## config.mk

```make
export PLATFORM = sky130hd
export DESIGN_NAME = mem_bus_responder_flat
export DESIGN_NICKNAME = d
export VERILOG_FILES = /design/src/rtl/mem_bus_responder_if.sv /design/src/rtl/mem_bus_responder.sv /design/src/flat_wrapper.sv
export SDC_FILE = /design/constraint.sdc
export NUM_CORES = 1
export LEC_CHECK = 0
export CORE_AREA = 2 2 117 119
export DETAILED_ROUTE_END_ITERATION = 8
export DIE_AREA = 0 0 119 121
export HOLD_SLACK_MARGIN = 0.1
export PLACE_DENSITY_LB_ADDON = 0.05
export SYNTH_ARGS = -nofsm -noshare
export SYNTH_HDL_FRONTEND = slang
export SYNTH_SLANG_ARGS = --single-unit
```

## constraint.sdc

```tcl
create_clock -name iCLK -period 2.1 [get_ports iCLK]
set_input_delay 0.42 -clock iCLK [delete_from_list [all_inputs] [get_ports iCLK]]
set_output_delay 0.42 -clock iCLK [all_outputs]
set_load 0.02 [all_outputs]
```

## src/rtl/mem_bus_responder_if.sv

```systemverilog
// mem_bus_responder_if: CPU-side strobes and memory-bus handshake for the
// memory responder.
//   CPU side : iMemRead/iMemWrite strobes, iAddr, iWData, iStore, iLoadCase in;
//              oRData, oReady, oBusy, oFault out.
//   Bus side : oBusReq, oBusWE, oBusAddr, oBusWData, oBusBE out;
//              iBusAck, iBusRData in.
// The responder uses the slave modport. The master modport is for whatever
// drives the CPU side and models the memory.
interface mem_bus_responder_if;
  logic        iMemRead;
  logic        iMemWrite;
  logic [31:0] iAddr;
  logic [31:0] iWData;
  logic [2:0]  iStore;
  logic [2:0]  iLoadCase;
  logic [31:0] oRData;
  logic        oReady;
  logic        oBusy;
  logic        oFault;
  logic        oBusReq;
  logic        oBusWE;
  logic [31:0] oBusAddr;
  logic [31:0] oBusWData;
  logic [3:0]  oBusBE;
  logic        iBusAck;
  logic [31:0] iBusRData;

  modport slave (
    input  iMemRead, iMemWrite, iAddr, iWData, iStore, iLoadCase,
    input  iBusAck, iBusRData,
    output oRData, oReady, oBusy, oFault,
    output oBusReq, oBusWE, oBusAddr, oBusWData, oBusBE
  );

  modport master (
    output iMemRead, iMemWrite, iAddr, iWData, iStore, iLoadCase,
    output iBusAck, iBusRData,
    input  oRData, oReady, oBusy, oFault,
    input  oBusReq, oBusWE, oBusAddr, oBusWData, oBusBE
  );
endinterface

```

## src/rtl/mem_bus_responder.sv

```systemverilog
// mem_bus_responder: this block takes one-cycle MemRead/MemWrite strobes from
// the multicycle control FSM. For each legal strobe it runs one word-aligned
// req/ack transaction on the memory bus. On writes it steers the bytes to the
// correct lanes. On reads it applies sign or zero extension. It returns a
// one-cycle oReady pulse when the access completes. It returns a one-cycle
// oFault pulse when the request is illegal, misaligned, or times out.
//   iCLK, iRST_N : clock and asynchronous active-low reset
//   bus (slave)  : CPU-side strobes and results, plus memory-bus handshake
//   TIMEOUT      : number of REQ cycles without an ack before the access is aborted (1..255)
module mem_bus_responder #(
  parameter int unsigned TIMEOUT = 255
) (
  input  logic          iCLK,
  input  logic          iRST_N,
  mem_bus_responder_if.slave bus
);

  localparam logic [1:0] S_IDLE  = 2'd0;
  localparam logic [1:0] S_REQ   = 2'd1;
  localparam logic [1:0] S_DONE  = 2'd2;
  localparam logic [1:0] S_FAULT = 2'd3;

  localparam logic [7:0] CNT_LAST = 8'(TIMEOUT - 1);

  logic [1:0]  state;
  logic [7:0]  cnt;
  logic [2:0]  lc_q;
  logic [1:0]  off_q;
  logic [31:0] rdata_q;
  logic        we_q;
  logic [31:0] addr_q;
  logic [31:0] wdata_q;
  logic [3:0]  be_q;

  // Decode the request. This decode is only acted on while the FSM is in IDLE.
  logic rd_req, wr_req, both_req, st_bad, lc_bad, wr_mis, rd_mis, bad, go;

  always_comb begin
    rd_req   = bus.iMemRead & ~bus.iMemWrite;
    wr_req   = bus.iMemWrite & ~bus.iMemRead;
    both_req = bus.iMemRead & bus.iMemWrite;
    st_bad   = bus.iStore > 3'd2;
    lc_bad   = bus.iLoadCase > 3'd4;
    wr_mis   = ((bus.iStore == 3'd0) && (bus.iAddr[1:0] != 2'b00)) ||
               ((bus.iStore == 3'd1) && bus.iAddr[0]);
    rd_mis   = ((bus.iLoadCase == 3'd0) && (bus.iAddr[1:0] != 2'b00)) ||
               (((bus.iLoadCase == 3'd1) || (bus.iLoadCase == 3'd2)) && bus.iAddr[0]);
    bad      = both_req | (wr_req & (st_bad | wr_mis)) | (rd_req & (lc_bad | rd_mis));
    go       = (rd_req | wr_req) & ~bad;
  end

  // Compute the write lanes at accept time, so the bus only ever sees registers.
  // A read asks for the whole word. The extraction happens on the return path.
  logic [3:0]  be_n;
  logic [31:0] wd_n;

  always_comb begin
    be_n = 4'hF;
    wd_n = bus.iWData;
    if (wr_req) begin
      case (bus.iStore)
        3'd1: begin
          be_n = bus.iAddr[1] ? 4'b1100 : 4'b0011;
          wd_n = {2{bus.iWData[15:0]}};
        end
        3'd2: begin
          be_n = 4'b0001 << bus.iAddr[1:0];
          wd_n = {4{bus.iWData[7:0]}};
        end
        default: ;
      endcase
    end
  end

  // Read extraction. It uses the offset latched at accept time, not the live iAddr.
  logic [15:0] half;
  logic [7:0]  byte_sel;
  logic [31:0] ext;

  always_comb begin
    half     = off_q[1] ? bus.iBusRData[31:16] : bus.iBusRData[15:0];
    byte_sel = bus.iBusRData[{off_q, 3'b000} +: 8];
    case (lc_q)
      3'd1:    ext = {{16{half[15]}}, half};
      3'd2:    ext = {16'h0000, half};
      3'd3:    ext = {{24{byte_sel[7]}}, byte_sel};
      3'd4:    ext = {24'h000000, byte_sel};
      default: ext = bus.iBusRData;
    endcase
  end

  always_ff @(posedge iCLK or negedge iRST_N) begin
    if (!iRST_N) begin
      state   <= S_IDLE;
      cnt     <= 8'd0;
      lc_q    <= 3'd0;
      off_q   <= 2'd0;
      rdata_q <= 32'd0;
      we_q    <= 1'b0;
      addr_q  <= 32'd0;
      wdata_q <= 32'd0;
      be_q    <= 4'd0;
    end else begin
      case (state)
        S_IDLE: begin
          if (go) begin
            state   <= S_REQ;
            cnt     <= 8'd0;
            lc_q    <= bus.iLoadCase;
            off_q   <= bus.iAddr[1:0];
            we_q    <= wr_req;
            addr_q  <= {bus.iAddr[31:2], 2'b00};
            wdata_q <= wd_n;
            be_q    <= be_n;
          end else if (bad) begin
            state <= S_FAULT;
          end
        end
        S_REQ: begin
          if (bus.iBusAck) begin
            if (!we_q) rdata_q <= ext;
            state <= S_DONE;
          end else if (cnt == CNT_LAST) begin
            state <= S_FAULT;
          end else begin
            cnt <= cnt + 8'd1;
          end
        end
        default: state <= S_IDLE;   // DONE and FAULT each last exactly one cycle
      endcase
    end
  end

  // The status outputs are decoded straight from the state flop.
  // Because of this, an asynchronous reset drops oBusReq immediately.
  assign bus.oBusReq   = (state == S_REQ);
  assign bus.oReady    = (state == S_DONE);
  assign bus.oFault    = (state == S_FAULT);
  assign bus.oBusy     = (state != S_IDLE);
  assign bus.oRData    = rdata_q;
  assign bus.oBusWE    = we_q;
  assign bus.oBusAddr  = addr_q;
  assign bus.oBusWData = wdata_q;
  assign bus.oBusBE    = be_q;

endmodule

```

## src/flat_wrapper.sv

```systemverilog
// flat-port wrapper written by rule: the top's interface ports become plain ports
module mem_bus_responder_flat 
#(
  parameter int unsigned TIMEOUT = 255
)
  (iCLK, iRST_N, bus_iMemRead, bus_iMemWrite, bus_iAddr, bus_iWData, bus_iStore, bus_iLoadCase, bus_iBusAck, bus_iBusRData, bus_oRData, bus_oReady, bus_oBusy, bus_oFault, bus_oBusReq, bus_oBusWE, bus_oBusAddr, bus_oBusWData, bus_oBusBE);
  mem_bus_responder_if bus_i ();
  input  logic iCLK;
  input  logic iRST_N;
  input wire logic [$bits(bus_i.iMemRead)-1:0] bus_iMemRead;
  input wire logic [$bits(bus_i.iMemWrite)-1:0] bus_iMemWrite;
  input wire logic [$bits(bus_i.iAddr)-1:0] bus_iAddr;
  input wire logic [$bits(bus_i.iWData)-1:0] bus_iWData;
  input wire logic [$bits(bus_i.iStore)-1:0] bus_iStore;
  input wire logic [$bits(bus_i.iLoadCase)-1:0] bus_iLoadCase;
  input wire logic [$bits(bus_i.iBusAck)-1:0] bus_iBusAck;
  input wire logic [$bits(bus_i.iBusRData)-1:0] bus_iBusRData;
  output wire logic [$bits(bus_i.oRData)-1:0] bus_oRData;
  output wire logic [$bits(bus_i.oReady)-1:0] bus_oReady;
  output wire logic [$bits(bus_i.oBusy)-1:0] bus_oBusy;
  output wire logic [$bits(bus_i.oFault)-1:0] bus_oFault;
  output wire logic [$bits(bus_i.oBusReq)-1:0] bus_oBusReq;
  output wire logic [$bits(bus_i.oBusWE)-1:0] bus_oBusWE;
  output wire logic [$bits(bus_i.oBusAddr)-1:0] bus_oBusAddr;
  output wire logic [$bits(bus_i.oBusWData)-1:0] bus_oBusWData;
  output wire logic [$bits(bus_i.oBusBE)-1:0] bus_oBusBE;
  assign bus_i.iMemRead = bus_iMemRead;
  assign bus_i.iMemWrite = bus_iMemWrite;
  assign bus_i.iAddr = bus_iAddr;
  assign bus_i.iWData = bus_iWData;
  assign bus_i.iStore = bus_iStore;
  assign bus_i.iLoadCase = bus_iLoadCase;
  assign bus_i.iBusAck = bus_iBusAck;
  assign bus_i.iBusRData = bus_iBusRData;
  assign bus_oRData = bus_i.oRData;
  assign bus_oReady = bus_i.oReady;
  assign bus_oBusy = bus_i.oBusy;
  assign bus_oFault = bus_i.oFault;
  assign bus_oBusReq = bus_i.oBusReq;
  assign bus_oBusWE = bus_i.oBusWE;
  assign bus_oBusAddr = bus_i.oBusAddr;
  assign bus_oBusWData = bus_i.oBusWData;
  assign bus_oBusBE = bus_i.oBusBE;
  mem_bus_responder #(.TIMEOUT(TIMEOUT)) u_core (.iCLK(iCLK), .iRST_N(iRST_N), .bus(bus_i));
endmodule
```

### Word-level counts from Yosys, hierarchy flattened

Cells that the tools add are included.

| word-level totals | value |
|---|---|
| register bits after elaboration | 114 |
| latch bits | 0 |
| memory bits (writable) | 0 |
| bits in read-only memories | 0 |
| input port bits | 107 |
| word-level logic and storage cells | 79 |
| memories kept | 0 |

| cells by class | value |
|---|---|
| add/subtract/negate cells | 1 |
| $mul | 0 |
| div/mod/pow operators | 0 |
| magnitude comparators | 2 |
| equality and inequality tests | 17 |
| shift operators | 2 |
| mux-type cells | 16 |
| bitwise logic cells | 15 |
| reductions and logical operators | 17 |

Operators with widths:

| operator | count |
|---|---|
| one-hot mux 32 bit (4 select lines) | 1 |
| one-hot mux 32 bit (2 select lines) | 1 |
| two-way mux 32 bit | 1 |
| indexed part select 32 x 6 -> 8 bit | 1 |
| two-way mux 8 bit | 3 |
| two-way mux 16 bit | 1 |
| one-hot mux 8 bit (2 select lines) | 1 |
| == test 3 x 2 -> 1 bit, second input constant | 4 |
| == test 3 x 1 -> 1 bit, second input constant | 3 |
| adder 8 x 1 -> 8 bit, second input constant | 1 |
| == test 8 bit, second input constant | 1 |
| two-way mux 2 bit | 4 |
| two-way mux 4 bit | 2 |
| one-hot mux 4 bit (2 select lines) | 1 |
| bitwise AND 1 bit | 6 |
| logical NOT 3 bit | 2 |
| nonzero test 2 bit | 3 |
| OR 1 bit | 5 |
| == test 2 bit, second input constant | 2 |
| logical AND 1 bit | 4 |
| inequality test 2 bit, second input constant | 2 |
| NOT 1 bit | 4 |
| one-hot mux 2 bit (2 select lines) | 1 |
| AND reduction 2 bit | 2 |
| 12 further kinds | 14 |

### Depth between registers and ports, before layout

| depth | value |
|---|---|
| depth after elaboration | 11 |
| gate-level depth with buffers | 8 |
| depth with buffers taken out | 7 |

### Worst setup path after synthesis

Ideal clock, no wire load.

| timing path | value |
|---|---|
| path type | input-to-reg |
| from | input bus_iStore[1] |
| to | register u_core.addr_q[10], in the netlist u_core.bus.oBusAddr[10] |
| setup time | 0.125 ns |
| data arrival time | 1.909 ns |
| required time | 1.975 ns |
| setup slack | 0.066 ns |
| stages | 7 |
| path buffers | 2 |
| cell sequence | or2_1 -> o311a_1 -> a211oi_2 -> nand2_2 -> buf_6 -> buf_6 -> mux2_4 |

| between the ends | value |
|---|---|
| cells in the longest elaborated chain, start to end | 10 |

Ends and longest elaborated chain:

| element | RTL line | source |
|---|---|---|
| start: declaration | flat_wrapper.sv:14 | `input wire logic [$bits(bus_i.iStore)-1:0] bus_iStore;` |
| branches (longest 3 deep; another with > comparator 3 x 2 -> 1 bit) | -- |  |
| OR 1 bit (*) | mem_bus_responder.sv:48 | `bad = both_req \| (wr_req & (st_bad \| wr_mis)) \| (rd_req & (lc_bad \| rd_mis));` |
| bitwise AND 1 bit (*) | mem_bus_responder.sv:48 |  |
| OR 1 bit (*) (2 in a row) | mem_bus_responder.sv:48 |  |
| NOT 1 bit (*) | mem_bus_responder.sv:49 | `go = (rd_req \| wr_req) & ~bad;` |
| bitwise AND 1 bit (*) | mem_bus_responder.sv:49 |  |
| AND reduction 2 bit (no line) (*) | -- |  |
| end signal: assignment | mem_bus_responder.sv:112 | `addr_q <= {bus.iAddr[31:2], 2'b00};` |
| end: declaration | mem_bus_responder.sv:31 | `logic [31:0] addr_q;` |

Mark *: on every way between the ends.
A chain may end at the register's enable or synchronous reset.

### Final worst setup path

| timing path | value |
|---|---|
| from | input bus_iMemWrite |
| to | register u_core.addr_q[8], in the netlist u_core.bus.oBusAddr[8] |

| between the ends | value |
|---|---|
| cells in the longest elaborated chain, start to end | 7 |

Ends and longest elaborated chain:

| element | RTL line | source |
|---|---|---|
| start: declaration | flat_wrapper.sv:11 | `input wire logic [$bits(bus_i.iMemWrite)-1:0] bus_iMemWrite;` |
| bitwise AND 1 bit / NOT 1 bit (equally long branches) | mem_bus_responder.sv:40, mem_bus_responder.sv:39 |  |
| bitwise AND 1 bit, on equally long branches | mem_bus_responder.sv:48, mem_bus_responder.sv:39 |  |
| OR 1 bit / bitwise AND 1 bit (equally long branches) | mem_bus_responder.sv:48 |  |
| OR 1 bit | mem_bus_responder.sv:48 |  |
| NOT 1 bit | mem_bus_responder.sv:49 |  |
| bitwise AND 1 bit (*) | mem_bus_responder.sv:49 |  |
| AND reduction 2 bit (no line) (*) | -- |  |

Mark *: on every way between the ends. The rest lies on a longest branch, timed or not.

==> results.sh <==
export IMPL_p_leak_nw=4.317
export IMPL_clock_fmax_mhz=491.7
export IMPL_drcViolationCount=0
export IMPL_rsz0062_at_grt="false"
export IMPL_p_per_area_nw_per_um2=1524
export IMPL_wire_per_inst_um=17.15
export IMPL_nFillCells=970
export IMPL_vias=5162
export IMPL_maxSlewHeadroom=0.6292
export IMPL_core_um2=13090
export IMPL_antenna_found_initial=0
export IMPL_cp_required_ps=2390
export IMPL_overflow=0
export IMPL_fin_crit_sh=0.9684
export IMPL_critical_path_slowest_cell="clkdlybuf4s50_1"
export IMPL_syn2layout_area_growth_pct=58.37
export IMPL_whs_ps=407.6
export IMPL_synth_top_family_by_area="multiplexers"
export IMPL_status="finished, final reports clean"
export IMPL_yosysSeqAreaShare=0.4905
export IMPL_avgSynthCellArea_um2=10.54
export IMPL_netlist_area_um2=5816
export IMPL_yosys_register_bits=114
export IMPL_yosys_area_share_xor_xnor=0.004518
export IMPL_cp_end_kind="register"
export IMPL_synth_edf_count=0
export IMPL_grt_pass1_vias=5178
export IMPL_die_x_um=119
export IMPL_yosysMostFrequentCell="dfrtp_1"
export IMPL_hold_viol_final=0
export IMPL_path_max_fanout=6
export IMPL_yosysUniqueCellTypes=51
export IMPL_cp_num_buf_inv=3
export IMPL_dr_pass1_iters=5
export IMPL_postRouteAntennaNets=0
export IMPL_arrival_ps=2320
export IMPL_die_h_um=121
export IMPL_grt_pass1_wl_mm=25.99
export IMPL_async_flop_share=1.000
export IMPL_post_cts_setup_buffer_count=0
export IMPL_drive_above_1_share=0.1866
export IMPL_dp_cells=958
export IMPL_clkTransAtPathRegs_ps=50
export IMPL_fin_crit_ps=2034
export IMPL_die_area_um2=14400
export IMPL_drv_slew=0
export IMPL_worstHoldPathType="in -> reg"
export IMPL_worstSetupPathType="in -> reg"
export IMPL_worstSetupStartpointType="primary input"
export IMPL_drt_initial_drc_count=349
export IMPL_worstMarginPinSlew_ps=553.5
export IMPL_grt_total_usage=0.2315
export IMPL_synth_simple_area_share=0.1041
export IMPL_nets=920
export IMPL_synth_area_leaders="dfrtp_1, mux2_4, mux2i_1"
export IMPL_setup_violations=0
export IMPL_cts_sinks=114
export IMPL_ir_worst_vdd_v=0.0007732
export IMPL_fin_skew_ps=10.25
export IMPL_synthAdderAreaFrac=0.01076
export IMPL_pin_count=212
export IMPL_postLayoutCoreUtil=0.7039
export IMPL_vias_per_cell=5.183
export IMPL_synth_compound_area_frac=0.1493
export IMPL_synthCells=552
export IMPL_rows=42
export IMPL_place_congestion=0.8140
export IMPL_synth_top_cell_area_share=0.4905
export IMPL_crit_chain="clkdlybuf4s50_1 > inv_1 > ha_1 > a211oi_4 > nand2_4 > clkbuf_16 > mux2_4"
export IMPL_wirelength_mm=17.08
export IMPL_dpl_hpwl_mm=12.52
export IMPL_diodes=0
export IMPL_cts_htree_levels=4
export IMPL_cpLargestDelayFamily="buffers and inverters"
export IMPL_cts_buffers_inserted=17
export IMPL_cts_buffer_depth=2
export IMPL_synthFlopType="dfrtp_1"
export IMPL_io_buffers=209
export IMPL_synth_commonest_cells="dfrtp_1, nor2_1, a21oi_1"
export IMPL_final_cells=996
export IMPL_crit_path_max_incr_delay_ps=530
export IMPL_clockRootBuffer="clkbuf_16"
export IMPL_yosys_warnings=0
export IMPL_grt_max_degree=49
export IMPL_synthMuxAreaShare=0.1928
export IMPL_cts_tree="built"
export IMPL_clk_latency_ps=410
export IMPL_maxCapViolations=0
export IMPL_synth_largest_area_cell="dfrtp_1"
export IMPL_start_util=0.4444
==> metrics by stage <==
stage / area [um2] / power (W) / TNS (ps) / worst slack (ps)
CTS: 9060 / 0.01406 / 0 / 2.516
global placement: 8463 / 0.01100 / -26090 / -387.5
floorplan: 5819 / 0.007794 / 0 / 65.58
finish: 9210 / 0.01404 / 0 / 66.42
detailed placement: 8463 / 0.01117 / -29380 / -434.3
global route: 9210 / 0.01482 / 0 / 13.15
==> layer usage <==
| layer | global-route usage | vias up | wire length (um) |
|---|---|---|---|
| met1 | 0.2954 | 2502 | 7261 |
| met2 | 0.3761 | 184 | 8578 |
| met4 | 0.1012 | 0 | 357 |
| met5 | 0 | - | 0 |
| met3 | 0.05592 | 25 | 884 |
| li1 | - | 2451 | - |
==> cell type report <==
class	count	area, um2	area share
Clock buffer	22	484.2	0.05257
Inverter	28	105.1	0.01141
Timing Repair Buffer	268	2714	0.2947
Clock inverter	9	105.1	0.01141
Sequential cell	114	2853	0.3097
Multi-Input combinational cell	379	2729	0.2963
Tap cell	176	220.2	0.02391
==> cell usage in the layout (no fill, tap or decap), types with 8 or more instances in the layout <==
cell type	Yosys	final
a21oi_1	50	50
a22oi_1	8	8
buf_4	2	45
clkbuf_16	0	20
clkdlybuf4s50_1	0	197
dfrtp_1	114	114
dlymetal6s2s_1	0	9
inv_1	28	28
mux2_2	22	22
mux2_4	30	30
mux2i_1	40	40
nand2_1	36	36
nand2b_1	8	8
nand3_1	11	11
nor2_1	54	54
o21ai_0	33	32
==> kinds of logic (layout without fill, tap and decap cells) <==
logic type / after synthesis / count (layout)
XOR/XNOR: 3 / 3
buffers and inverters: 61 / 327
multiplexers: 93 / 93
AO/OA/AOI/OAI: 141 / 141
other: 1 / 2
adder cells (fa/ha/maj): 5 / 5
AND/OR/NAND/NOR: 134 / 135
flip-flops: 114 / 114
==> where the power goes <==
group          switching, W  leakage, nW  internal, W
Sequential         0.000691         1.35      0.00326
Clock              0.000973        0.292      0.00186
Combinational       0.00356         2.68      0.00370
Total               0.00522         4.32      0.00882
==> sequential cells by signal, indices dropped and copies added, names as in the netlist <==
signal,cells
u_core.bus.oBusAddr,30
u_core.bus.oBusBE,4
u_core.bus.oBusWData,32
u_core.bus.oBusWE,1
u_core.bus.oRData,32
u_core.cnt,8
u_core.lc_q,3
u_core.off_q,2
u_core.state,2
==> timing repair <==
| action | CTS | global route |
|---|---|---|
| resized for setup | 2 | 15 |
| gates cloned | 0 | 6 |
| endpoints found under the setup margin | 2 | 55 |
| hold buffers | 1 | 0 |
| pin swaps | 0 | 5 |
| hold endpoints to repair | 32 | 0 |
==> worst paths after layout <==
kind | slack (ps) | endpoint | cells after the start | startpoint
max | 70 | u_core.bus.oBusAddr[8] | 7 | bus_iMemWrite
min reg2reg | 500 | u_core.bus.oBusAddr[17] | 1 | u_core.bus.oBusAddr[17]
min in group asynchronous | 510 | u_core.bus.oBusAddr[31] | 2 | iRST_N
min | 410 | u_core.lc_q[1] | 3 | bus_iLoadCase[1]
max in group asynchronous | 950 | u_core.bus.oBusAddr[8] | 3 | iRST_N
max reg2reg | 270 | u_core.bus.oRData[22] | 5 | u_core.lc_q[1]
==> tightest hold or removal path: cells and delay by family <==
kind,cells,cell delay (ps)
muxes,1,130
buffers and inverters,2,240
Note: power is estimated with default switching activity, not from simulation.
